## src/rtl/riscv_pkg.sv

```systemverilog
// Shared types for the fetch/data memory arbiter: FSM states, request sources, timeout counter width.
// Pure declarations; no latency or backpressure of its own.
package riscv_pkg;

  typedef enum logic [1:0] {
    IDLE     = 2'd0,
    ISSUE    = 2'd1,
    WAIT_RSP = 2'd2,
    RESP     = 2'd3
  } arb_state_t;

  typedef enum logic {
    SRC_IF = 1'b0,
    SRC_D  = 1'b1
  } arb_src_t;

  localparam int TMO_CNT_W = 16;

  function automatic arb_src_t other_src(input arb_src_t s);
    return (s == SRC_IF) ? SRC_D : SRC_IF;
  endfunction

endpackage

```

## src/rtl/arb_prio_select.sv

```systemverilog
// Combinational winner pick between fetch and data requests; on contention the source not granted last wins.
// Zero latency, no state, no backpressure of its own.
module arb_prio_select
  import riscv_pkg::*;
(
  input  logic if_req,
  input  logic d_req,
  input  logic last_src,
  output logic winner
);

  always_comb begin
    winner = SRC_D;
    if (if_req && d_req) begin
      winner = other_src(arb_src_t'(last_src));
    end else if (if_req) begin
      winner = SRC_IF;
    end
  end

endmodule

```

## src/rtl/mem_arbiter.sv

```systemverilog
// Single-outstanding arbiter sharing one memory port between fetch and data; MEM_ARB_RR_EN selects round-robin on contention.
// Min latency req->gnt 2 cycles, req->rvalid 3; stalls in ISSUE while mem_gnt is low, times out after TIMEOUT_CYC in WAIT_RSP.
module mem_arbiter
  import riscv_pkg::*;
#(
  parameter int ADDR_W      = 32,
  parameter int DATA_W      = 32,
  parameter int TIMEOUT_CYC = 255
) (
  input  logic                clk,
  input  logic                rst,

  input  logic                if_req,
  input  logic [ADDR_W-1:0]   if_addr,
  output logic                if_gnt,
  output logic                if_rvalid,
  output logic [DATA_W-1:0]   if_rdata,
  output logic                if_err,

  input  logic                d_req,
  input  logic                d_we,
  input  logic [ADDR_W-1:0]   d_addr,
  input  logic [DATA_W-1:0]   d_wdata,
  input  logic [DATA_W/8-1:0] d_wstrb,
  output logic                d_gnt,
  output logic                d_rvalid,
  output logic [DATA_W-1:0]   d_rdata,
  output logic                d_err,

  output logic                mem_req,
  output logic                mem_we,
  output logic [ADDR_W-1:0]   mem_addr,
  output logic [DATA_W-1:0]   mem_wdata,
  output logic [DATA_W/8-1:0] mem_wstrb,
  input  logic                mem_gnt,
  input  logic                mem_rvalid,
  input  logic [DATA_W-1:0]   mem_rdata
);

  localparam logic [TMO_CNT_W-1:0] TMO_LIMIT = TMO_CNT_W'(TIMEOUT_CYC);

  arb_state_t           state;
  arb_src_t             src;
  logic [TMO_CNT_W-1:0] tmo_cnt;
  logic [TMO_CNT_W-1:0] tmo_next;
  logic                 last_bit;
  logic                 win_bit;
  arb_src_t             win_src;
  logic                 rsp_done;
  logic                 rsp_err;
  logic [DATA_W-1:0]    rsp_dat;

`ifdef MEM_ARB_RR_EN
  arb_src_t last_src;
  assign last_bit = last_src;
`else
  // Pinning "last granted" to fetch makes every contention resolve to data.
  assign last_bit = SRC_IF;
`endif

  arb_prio_select u_prio (
    .if_req   (if_req),
    .d_req    (d_req),
    .last_src (last_bit),
    .winner   (win_bit)
  );

  assign win_src  = arb_src_t'(win_bit);
  assign tmo_next = tmo_cnt + 1'b1;

  // A real response in the final timeout cycle still wins over the timeout.
  assign rsp_done = mem_rvalid || (tmo_next == TMO_LIMIT);
  assign rsp_err  = !mem_rvalid;
  assign rsp_dat  = mem_rvalid ? mem_rdata : '0;

  always_ff @(posedge clk or posedge rst) begin
    if (rst) begin
      state     <= IDLE;
      src       <= SRC_IF;
      tmo_cnt   <= '0;
      mem_req   <= 1'b0;
      mem_we    <= 1'b0;
      mem_addr  <= '0;
      mem_wdata <= '0;
      mem_wstrb <= '0;
      if_gnt    <= 1'b0;
      if_rvalid <= 1'b0;
      if_rdata  <= '0;
      if_err    <= 1'b0;
      d_gnt     <= 1'b0;
      d_rvalid  <= 1'b0;
      d_rdata   <= '0;
      d_err     <= 1'b0;
`ifdef MEM_ARB_RR_EN
      last_src  <= SRC_IF;
`endif
    end else begin
      if_gnt    <= 1'b0;
      d_gnt     <= 1'b0;
      if_rvalid <= 1'b0;
      d_rvalid  <= 1'b0;
      if_err    <= 1'b0;
      d_err     <= 1'b0;

      case (state)
        IDLE: begin
          if (if_req || d_req) begin
            state   <= ISSUE;
            src     <= win_src;
            mem_req <= 1'b1;
`ifdef MEM_ARB_RR_EN
            last_src <= win_src;
`endif
            if (win_src == SRC_D) begin
              mem_we    <= d_we;
              mem_addr  <= d_addr;
              mem_wdata <= d_wdata;
              mem_wstrb <= d_wstrb;
            end else begin
              mem_we    <= 1'b0;
              mem_addr  <= if_addr;
              mem_wdata <= '0;
              mem_wstrb <= '0;
            end
          end
        end

        ISSUE: begin
          if (mem_gnt) begin
            mem_req <= 1'b0;
            state   <= WAIT_RSP;
            if (src == SRC_D) d_gnt  <= 1'b1;
            else              if_gnt <= 1'b1;
          end
        end

        WAIT_RSP: begin
          if (rsp_done) begin
            state   <= RESP;
            tmo_cnt <= '0;
            if (src == SRC_D) begin
              d_rvalid <= 1'b1;
              d_rdata  <= rsp_dat;
              d_err    <= rsp_err;
            end else begin
              if_rvalid <= 1'b1;
              if_rdata  <= rsp_dat;
              if_err    <= rsp_err;
            end
          end else begin
            tmo_cnt <= tmo_next;
          end
        end

        RESP: begin
          state <= IDLE;
        end

        default: begin
          state <= IDLE;
        end
      endcase
    end
  end

endmodule

```

## config.mk

```make
export PLATFORM = sky130hd
export DESIGN_NAME = mem_arbiter
export DESIGN_NICKNAME = d
export VERILOG_FILES = /design/src/rtl/riscv_pkg.sv /design/src/rtl/arb_prio_select.sv /design/src/rtl/mem_arbiter.sv
export SDC_FILE = /design/constraint.sdc
export NUM_CORES = 1
export LEC_CHECK = 0
export ABC_AREA = 1
export CAP_MARGIN = 20
export CORE_AREA = 2 2 139 141
export DETAILED_ROUTE_END_ITERATION = 10
export DIE_AREA = 0 0 141 143
export PLACE_DENSITY = 0.76
export REMOVE_ABC_BUFFERS = 1
export SLEW_MARGIN = 0
export SYNTH_ARGS = -nofsm -noshare
export SYNTH_HDL_FRONTEND = slang
export SYNTH_SLANG_ARGS = --single-unit
```

## constraint.sdc

```tcl
create_clock -name clk -period 4.5 [get_ports clk]
set_input_delay 0.45 -clock clk [delete_from_list [all_inputs] [get_ports clk]]
set_output_delay 0.45 -clock clk [all_outputs]
set_load 0.005 [all_outputs]
```

==> run summary, run 1 <==
The filler cells instantiated in the layout total 1645. The signal on the critical path passes through ha_1 -> nand3_2 -> nor2_4 -> nand2_1 -> nand2_1 -> nand2_1 -> inv_2 -> nand2_1 -> nor2_1 -> nand3_2 -> nand2_4 -> nand3_2 -> nand2_1 -> nand2_1. The number of enable-type register cells in the synthesized netlist is 0. The complex-gate fraction of the synthesized area is 8.79%.

The maximum number of buffers from clock root to sink came out at 2. The storage element area came out at 3980 um^2. The highest clock rate came out at 379 MHz. The average wire length per cell after detail routing is 15.7 um. For this design the top-level I/O count stands at 279. The deepest level of the CTS H-tree is 4.

The total congestion overflow after global routing is 0. The type of origin of the critical path is a flip-flop. Summed over all failing endpoints, the final setup total negative slack is 0 ns.

The pin count of the biggest net entering global routing came out at 110. The diode insertion count for antenna repair came out at 0. The count of unique library cells instantiated by Yosys is 27. The detail route stage leaves a number of antenna-violating nets equal to 0. The critical path class is flip-flop to flip-flop. The adder and majority cell fraction of the synthesized area came out at 0.857%. The number of antenna violations at the first check in global routing was 0.

The post-CTS setup-driven buffer insertion count is 0. The critical path data arrival time came out at 2.94 ns. The worst-case vdd ir drop is 0.000290 V. Relative to the synthesized area, the layout overhead comes to 47.5%. The area of the mapped netlist is 7300 um^2.

The library cell used most frequently in the layout, excluding fill and tap cells, is nand2_1. The final count of hold timing violations is 0. The number of hold-repair buffers added at the cts stage is 0. The standby leakage power came out at 5.12 nW. The number of port buffers came out at 278. The tree is rooted in a clkbuf_16. Row generation in the floorplan step produced 50 rows. The required time of the critical path is 4.80 ns. Counting flops and latches in the post-synthesis netlist gives 159.

The final worst-path setup slack came out at 1.86 ns. The share of flip-flops with an asynchronous set or reset is 100%. The area used by multi-input combinational logic came out at 2760 um^2.

The final period utilization came out at 58.7%. In the layout the commonest cells are nand2_1, clkdlybuf4s50_1, dfrtp_1. After synthesis, the largest family of logic cells by area is simple AND/OR/NAND/NOR gates. Once the clock tree was built, the resizer swapped 0 gates to a different size. The number of global-route vias before repair is 6391.

Setup repair after global routing left no endpoint under its margin. In this design, the critical path's most frequently occurring cell is nand2_1. The slew at the pin closest to its max-slew limit came out at 0.970 ns. On the worst path, the slowest cell contributes a delay of 0.56 ns. The final standard cell utilization of the core is 58.0%. From bottom edge to top edge, the die measures 143 um.

The placer's final routability congestion estimate came out at 0.877. For this block, the via count after detailed routing is 6752. The setup slack after placement came out at 1.82 ns. The remaining routing DRC violations came out at 0. The total iterations of the first detailed-routing run came out at 5. The final wirelength is 21700 um.

The clock latency at the later pin of the worst-skew pair is 0.43 ns. The die covers 20200 um^2. The worst setup path is captured at a flip-flop. Along the worst path, the maximum fanout reaches 33. The proportion of synthesized chip area in sequential cells is 54.5%. The total area inside the core boundary comes to 18600 um^2.

The horizontal extent of the die is 141 um. The count of final max-slew check failures came to 0. The net count of the finished layout is 1281. Counting both buffers and inverters, the worst setup path holds a total of 1.

The most instantiated flip-flop cell in the synthesis netlist is dfrtp_1. The critical-path cell with the highest stage delay is nand3_2. The XOR/XNOR share of the synthesized area is 0.120%. The average cell area after synthesis came out at 8.21 um^2. The clock transition at the registers of the reported paths is 0.07 ns.

The max-capacitance violation count is 0. The run finished with clean final reports. The worst max-slew margin expressed relative to the limit came out at 35.3%.

During synthesis, Yosys emitted a total of 0 warnings. In the final layout, the share of cells above drive strength 1 is 6.01%. The cell count after synthesis came out at 889. Setup violations remaining at the end of the flow were counted as 0.

Dividing the detail-routed via count by the number of cells gives 4.88. The DRC marker count from the first detailed-route iteration came out at 378. Summing the areas of all and, or, nand and nor instances in the mapped netlist gives 27.7% of the synthesized area. The detailed-placement wirelength estimate came out at 14700 um. After synthesis, the share of cell area in mux cells is 0.137%. The final setup skew came out at 0.0112 ns. The kind of cell with the highest combined delay along the critical path is simple AND/OR/NAND/NOR gates. The starting utilization of the core area is 39.3%. Global routing used 21.6% of the available tracks across all layers. Power spread over the standard cell area amounts to 576 nW/um^2.

The number of clock buffers added by TritonCTS is 17. TritonCTS built the clock tree. The path class of the tightest hold or removal check is primary input to asynchronous set/reset pin.

The global-route wire length before repair came out at 34100 um. The number of clock sinks is 159. The time the worst path needs with I/O delays and setup is 2.64 ns.
[report_power, final]
part	switching, mW	internal (mW)	leakage, nW
Sequential	0.325	1.99	2.05
Clock	0.642	0.722	0.267
Combinational	1.21	1.31	2.80
Total	2.18	4.03	5.12
[sequential cells by signal, indices dropped and copies added, names as in the netlist]
signal / flops
d_err: 1
d_rdata: 32
if_gnt: 1
mem_wdata: 32
mem_wstrb: 4
tmo_cnt: 16
d_gnt: 1
d_rvalid: 1
mem_we: 1
mem_req: 1
if_rdata: 32
if_rvalid: 1
mem_addr: 32
state: 2
src: 1
if_err: 1
[routing by layer]
layer  GRT usage, %  wire (um)  vias up
met3           7.81       1940       28
met5              0          0        -
met1           26.2       8800     3101
met2           36.2      10600      253
li1               -          -     3370
met4           6.89        375        0
[final timing paths]
path	startpoint	to	slack [ns]	cells after the start
max	tmo_cnt[1]$_DFFE_PP0P_	if_rdata[4]$_DFFE_PP0P_	1.86	14
min in group clk	d_rdata[26]$_DFFE_PP0P_	d_rdata[26]$_DFFE_PP0P_	0.47	2
min	rst	mem_wdata[17]$_DFFE_PP0P_	0.38	2
min reg2reg	d_rdata[26]$_DFFE_PP0P_	d_rdata[26]$_DFFE_PP0P_	0.47	2
max reg2reg	tmo_cnt[1]$_DFFE_PP0P_	if_rdata[4]$_DFFE_PP0P_	1.86	14
max in group asynchronous	rst	d_rdata[3]$_DFFE_PP0P_	3.16	4
[cell usage after synthesis (2+ instances only)]
| master | n | share of area (%) |
|---|---|---|
| buf_2 | 7 | 0.48 |
| buf_4 | 2 | 0.21 |
| buf_6 | 5 | 0.77 |
| clkbuf_1 | 44 | 2.3 |
| clkinv_1 | 4 | 0.21 |
| dfrtp_1 | 159 | 54 |
| ha_1 | 5 | 0.86 |
| inv_1 | 70 | 3.6 |
| inv_2 | 3 | 0.15 |
| nand2_1 | 315 | 16 |
| nand2_2 | 4 | 0.34 |
| nand3_1 | 12 | 0.82 |
| nand3_2 | 4 | 0.55 |
| nand4_1 | 70 | 6.0 |
| nor2_1 | 43 | 2.2 |
| nor2_2 | 7 | 0.60 |
| nor2_4 | 2 | 0.31 |
| nor3_1 | 3 | 0.21 |
| o21ai_0 | 108 | 7.4 |
| o22ai_1 | 15 | 1.3 |
[metrics by stage]
step	power, mW	cells	hold WS (ns)	area, um^2
after global routing	6.63	1383	0.391	10800
after global placement	4.83	1351	0.453	10200
after CTS	6.28	1382	0.475	10700
after detailed placement	4.89	1351	0.459	10200
final	6.21	1383	0.379	10800
after floorplan	3.32	830	0.465	7010
[worst reg2reg max path, cell delays in order, from the launching register on]
cell	delay, ns
dfrtp_1	0.42
ha_1	0.22
nand3_2	0.12
nor2_4	0.15
nand2_1	0.08
nand2_1	0.07
nand2_1	0.06
inv_2	0.05
nand2_1	0.05
nor2_1	0.14
nand3_2	0.14
nand2_4	0.13
nand3_2	0.56
nand2_1	0.26
nand2_1	0.08
[area by class of cell]
class | count | area share [%]
Multi-Input combinational cell | 594 | 25.7
Inverter | 77 | 2.73
Sequential cell | 159 | 36.9
Timing Repair Buffer | 288 | 26.8
Clock inverter | 14 | 1.16
Clock buffer | 17 | 3.95
Tap cell | 234 | 2.72
[cell families (layout without fill, tap and decap cells)]
group                      Yosys count  count (layout)
and+or+nand+nor                    463             463
DFF                                159             159
buffers and inverters              136             396
AOI/OAI and AO/OA                  124             124
adders and majority gates            5               5
xor gates and xnor gates             1               1
muxes                                1               1
Note: power is estimated with default switching activity, not from simulation.
==> run 2, diff against run 1 <==
CORE_AREA = 2 2 132 134   (was 2 2 139 141)
DIE_AREA = 0 0 134 136   (was 0 0 141 143)
PLACE_DENSITY = 0.79   (was 0.76)
clock period = 2.6 ns   (was 4.5 ns; I/O delays follow)
==> run 2 against run 1 <==
- final area is 1.5% higher
- critical endpoint is now if_rdata[8]$_DFFE_PP0P_
- sequential power up 74%
- critical path depth rose by 1
- utilization is 6.8 points higher
- combinational power grew 76%
- fmax up 14%
- highest routed layer unchanged
- flip-flop and latch count is the same
- clock-buffer cell count increased by 1
- first-iteration DRC count is 34% higher
- cell count down 0.14%
- sequential share of layout area down 0.56 points
==> run summary, run 2 (same netlist as run 1, synthesis figures left out) <==
The flow ran to the end, and the final reports show no timing, DRC or antenna violations. STA classifies the critical path endpoint as a flip-flop. The area growth from synthesis to layout is 49.8%.

The final worst-path setup slack came out at 0.291 ns. The final wirelength came out at 21600 um. The standard-cell row count is 48. The overall global routing resource usage is 23.5%. The number of gates resized after cts is 0.

The root buffer cell is clkbuf_16. The first global-routing pass estimated 33700 um of wire. The worst min-delay path category is primary input to asynchronous set/reset pin. After detailed routing, the number of remaining DRC violations is 0. The commonest non-fill, non-tap cell in the layout is nand2_1. The area used by multi-input combinational logic is 2790 um^2. No sink is reached through more buffers than the 2 on the longest clock path. The critical path data arrival time is 2.62 ns.

After global routing, the most crowded layer is met2. TritonCTS built the clock tree. The critical path class is flip-flop to flip-flop. The die footprint is 18200 um^2. The detail route stage leaves a number of antenna-violating nets equal to 0. The switching power total came out at 3.77 mW.

The switching share of power is 33.8%. The met1 usage in global routing came out at 27.6%. The type of origin of the critical path is a flip-flop.

The number of global-route vias before repair is 6729. Setup repair after global routing left no endpoint under its margin. The number of antenna violations at the first check in global routing is 1.

The routing usage on met2 came out at 39.9%. Prior to clock tree synthesis, the placed netlist has a worst setup slack of 0.180 ns. The final setup skew is 0.0101 ns. The required time of the critical path is 2.91 ns. The initial utilization of the core area, before any placement, comes to 43.3%. The horizontal extent of the die came out at 134 um. Leaving out fill and tap cells, the most frequent cells in the layout are nand2_1, clkdlybuf4s50_1, dfrtp_1. For this design, the sink count on the clock tree is 159.

The final count of hold timing violations came to 0. The internal power of the cells is 7.41 mW. Hold repair after CTS inserted 0 buffers. The total iterations of the first detailed-routing run came out at 4. The vertical extent of the die came out at 136 um. The final standard cell utilization of the core is 64.8%. The sequential power share came out at 35.9%. During I/O placement, the number of pins put on the boundary was 279. The clock power share came out at 24.2%. Clock-pin slew was measured on the worst setup and hold paths at 0.06 ns. The detailed router finished its first iteration with 505 violations.

The count of final max-slew check failures came out at 0. The standby leakage power is 5.19 nW. The placer's final routability congestion estimate came out at 0.919. The global-route track usage on met3 came out at 8.43%. Counting the fill cells in the layout gives 1414. The total congestion overflow after global routing is 0.

The count of buffers added on input and output ports is 278. The detailed-placement wirelength estimate is 14800 um. The number of clock buffers added by TritonCTS is 17. The max-capacitance violation count came out at 0. The clock latency at the later pin of the worst-skew pair came out at 0.43 ns. The share of post-route cells with drive strength above 1 came out at 6.49%.

The sequential cells in the finished layout cover a total of 3980 um^2. The routed design could run at a clock period as short as 2.31 ns. The floorplan step defined a core boundary enclosing 16900 um^2. The worst-case vdd ir drop came out at 0.000548 V. On the final layout, the worst hold slack is 0.213 ns. The pin count of the biggest net entering global routing came out at 110. After detailed routing, the average wire length per cell comes to 15.6 um.

At the pin with the least slew margin, the transition time is 0.845 ns. The maximum fanout count along the critical path is 33. The detailed router placed 6916 vias in this run.

The via density per instance came out at 5.01. The net count of the finished layout is 1286. Per report_power, the combinational group accounts for 39.8% of the total. After clock tree synthesis, the setup repair step added 0 buffers. In this run the number of H-tree levels came out at 4.

Based on the critical path, the design can be clocked at up to 433 MHz. The worst max-slew margin expressed relative to the limit is 43.6%. Dividing the final minimum period by the clock period gives 88.8%. The total power per unit cell area came out at 1020 nW/um^2.

The setup TNS after final layout came out at 0 ns. The setup violation total in the final timing report is 0.
-- run 2: cell count changes in the layout (fill, tap and decap cells not counted), moves of 2 or more --
cell       before  now
bufinv_16       0    4
buf_12          1    4
buf_6           0    2
inv_6           6    4
-- run 2: worst max-delay path, stage by stage (launching register included) --
cell	delay (ns)
dfrtp_1	0.42
ha_1	0.23
nand2_1	0.10
nor2_2	0.17
nand2_1	0.07
nand2_1	0.06
nand2_1	0.05
clkinv_1	0.05
nand3_1	0.07
nor2_2	0.14
nand3_2	0.16
nand2_8	0.18
nand3_2	0.09
buf_6	0.22
nand2_1	0.11
nand2_1	0.06
-- run 2: power groups by stage --
| stage | registers [mW] | clock network (mW) | logic [mW] |
|---|---|---|---|
| after floorplan | 4.12 | 0 | 1.63 |
| after global placement | 4.02 | 0 | 4.37 |
| after detailed placement | 4.04 | 0 | 4.45 |
| after CTS | 4.02 | 2.76 | 4.47 |
| after global routing | 4.13 | 2.87 | 4.87 |
| final | 4.02 | 2.71 | 4.45 |
-- run 2: per-layer routing --
metal  wire (um)  part of all wire [%]
met5           0                     0
met2       10700                    49
met1        8500                    39
met3        1910                   8.9
met4         530                   2.5
-- run 2: path summary, 6_finish.rpt --
check	cells past startpoint	startpoint	endpoint	slack (ns)
worst max-delay path	15	tmo_cnt[1]$_DFFE_PP0P_	if_rdata[8]$_DFFE_PP0P_	0.29
worst min-delay path	2	rst	mem_wstrb[2]$_DFFE_PP0P_	0.21
worst max register to register	15	tmo_cnt[1]$_DFFE_PP0P_	if_rdata[8]$_DFFE_PP0P_	0.29
worst min register to register	2	d_rdata[20]$_DFFE_PP0P_	d_rdata[20]$_DFFE_PP0P_	0.47
max in group asynchronous	3	rst	d_rdata[8]$_DFFE_PP0P_	1.71
min in group clk	3	d_wdata[21]	mem_wdata[21]$_DFFE_PP0P_	0.38
-- run 2: final cells by class --
cell class                 instances  share of cell area, %
clock inverter                    14                   1.87
clock buffer                      18                   4.02
sequential                       159                   36.4
antenna                            1                 0.0229
tap                              225                   2.57
multi-input combinational        595                   25.5
timing repair buffer             292                   26.9
inverter                          77                   2.69
-- run 2: through the flow --
stage	power [mW]	std cells	area (um^2)
final	11.2	1381	10900
after global routing	11.9	1381	10900
after CTS	11.2	1379	10900
after detailed placement	8.49	1347	10300
after global placement	8.39	1347	10300
after floorplan	5.75	830	7010
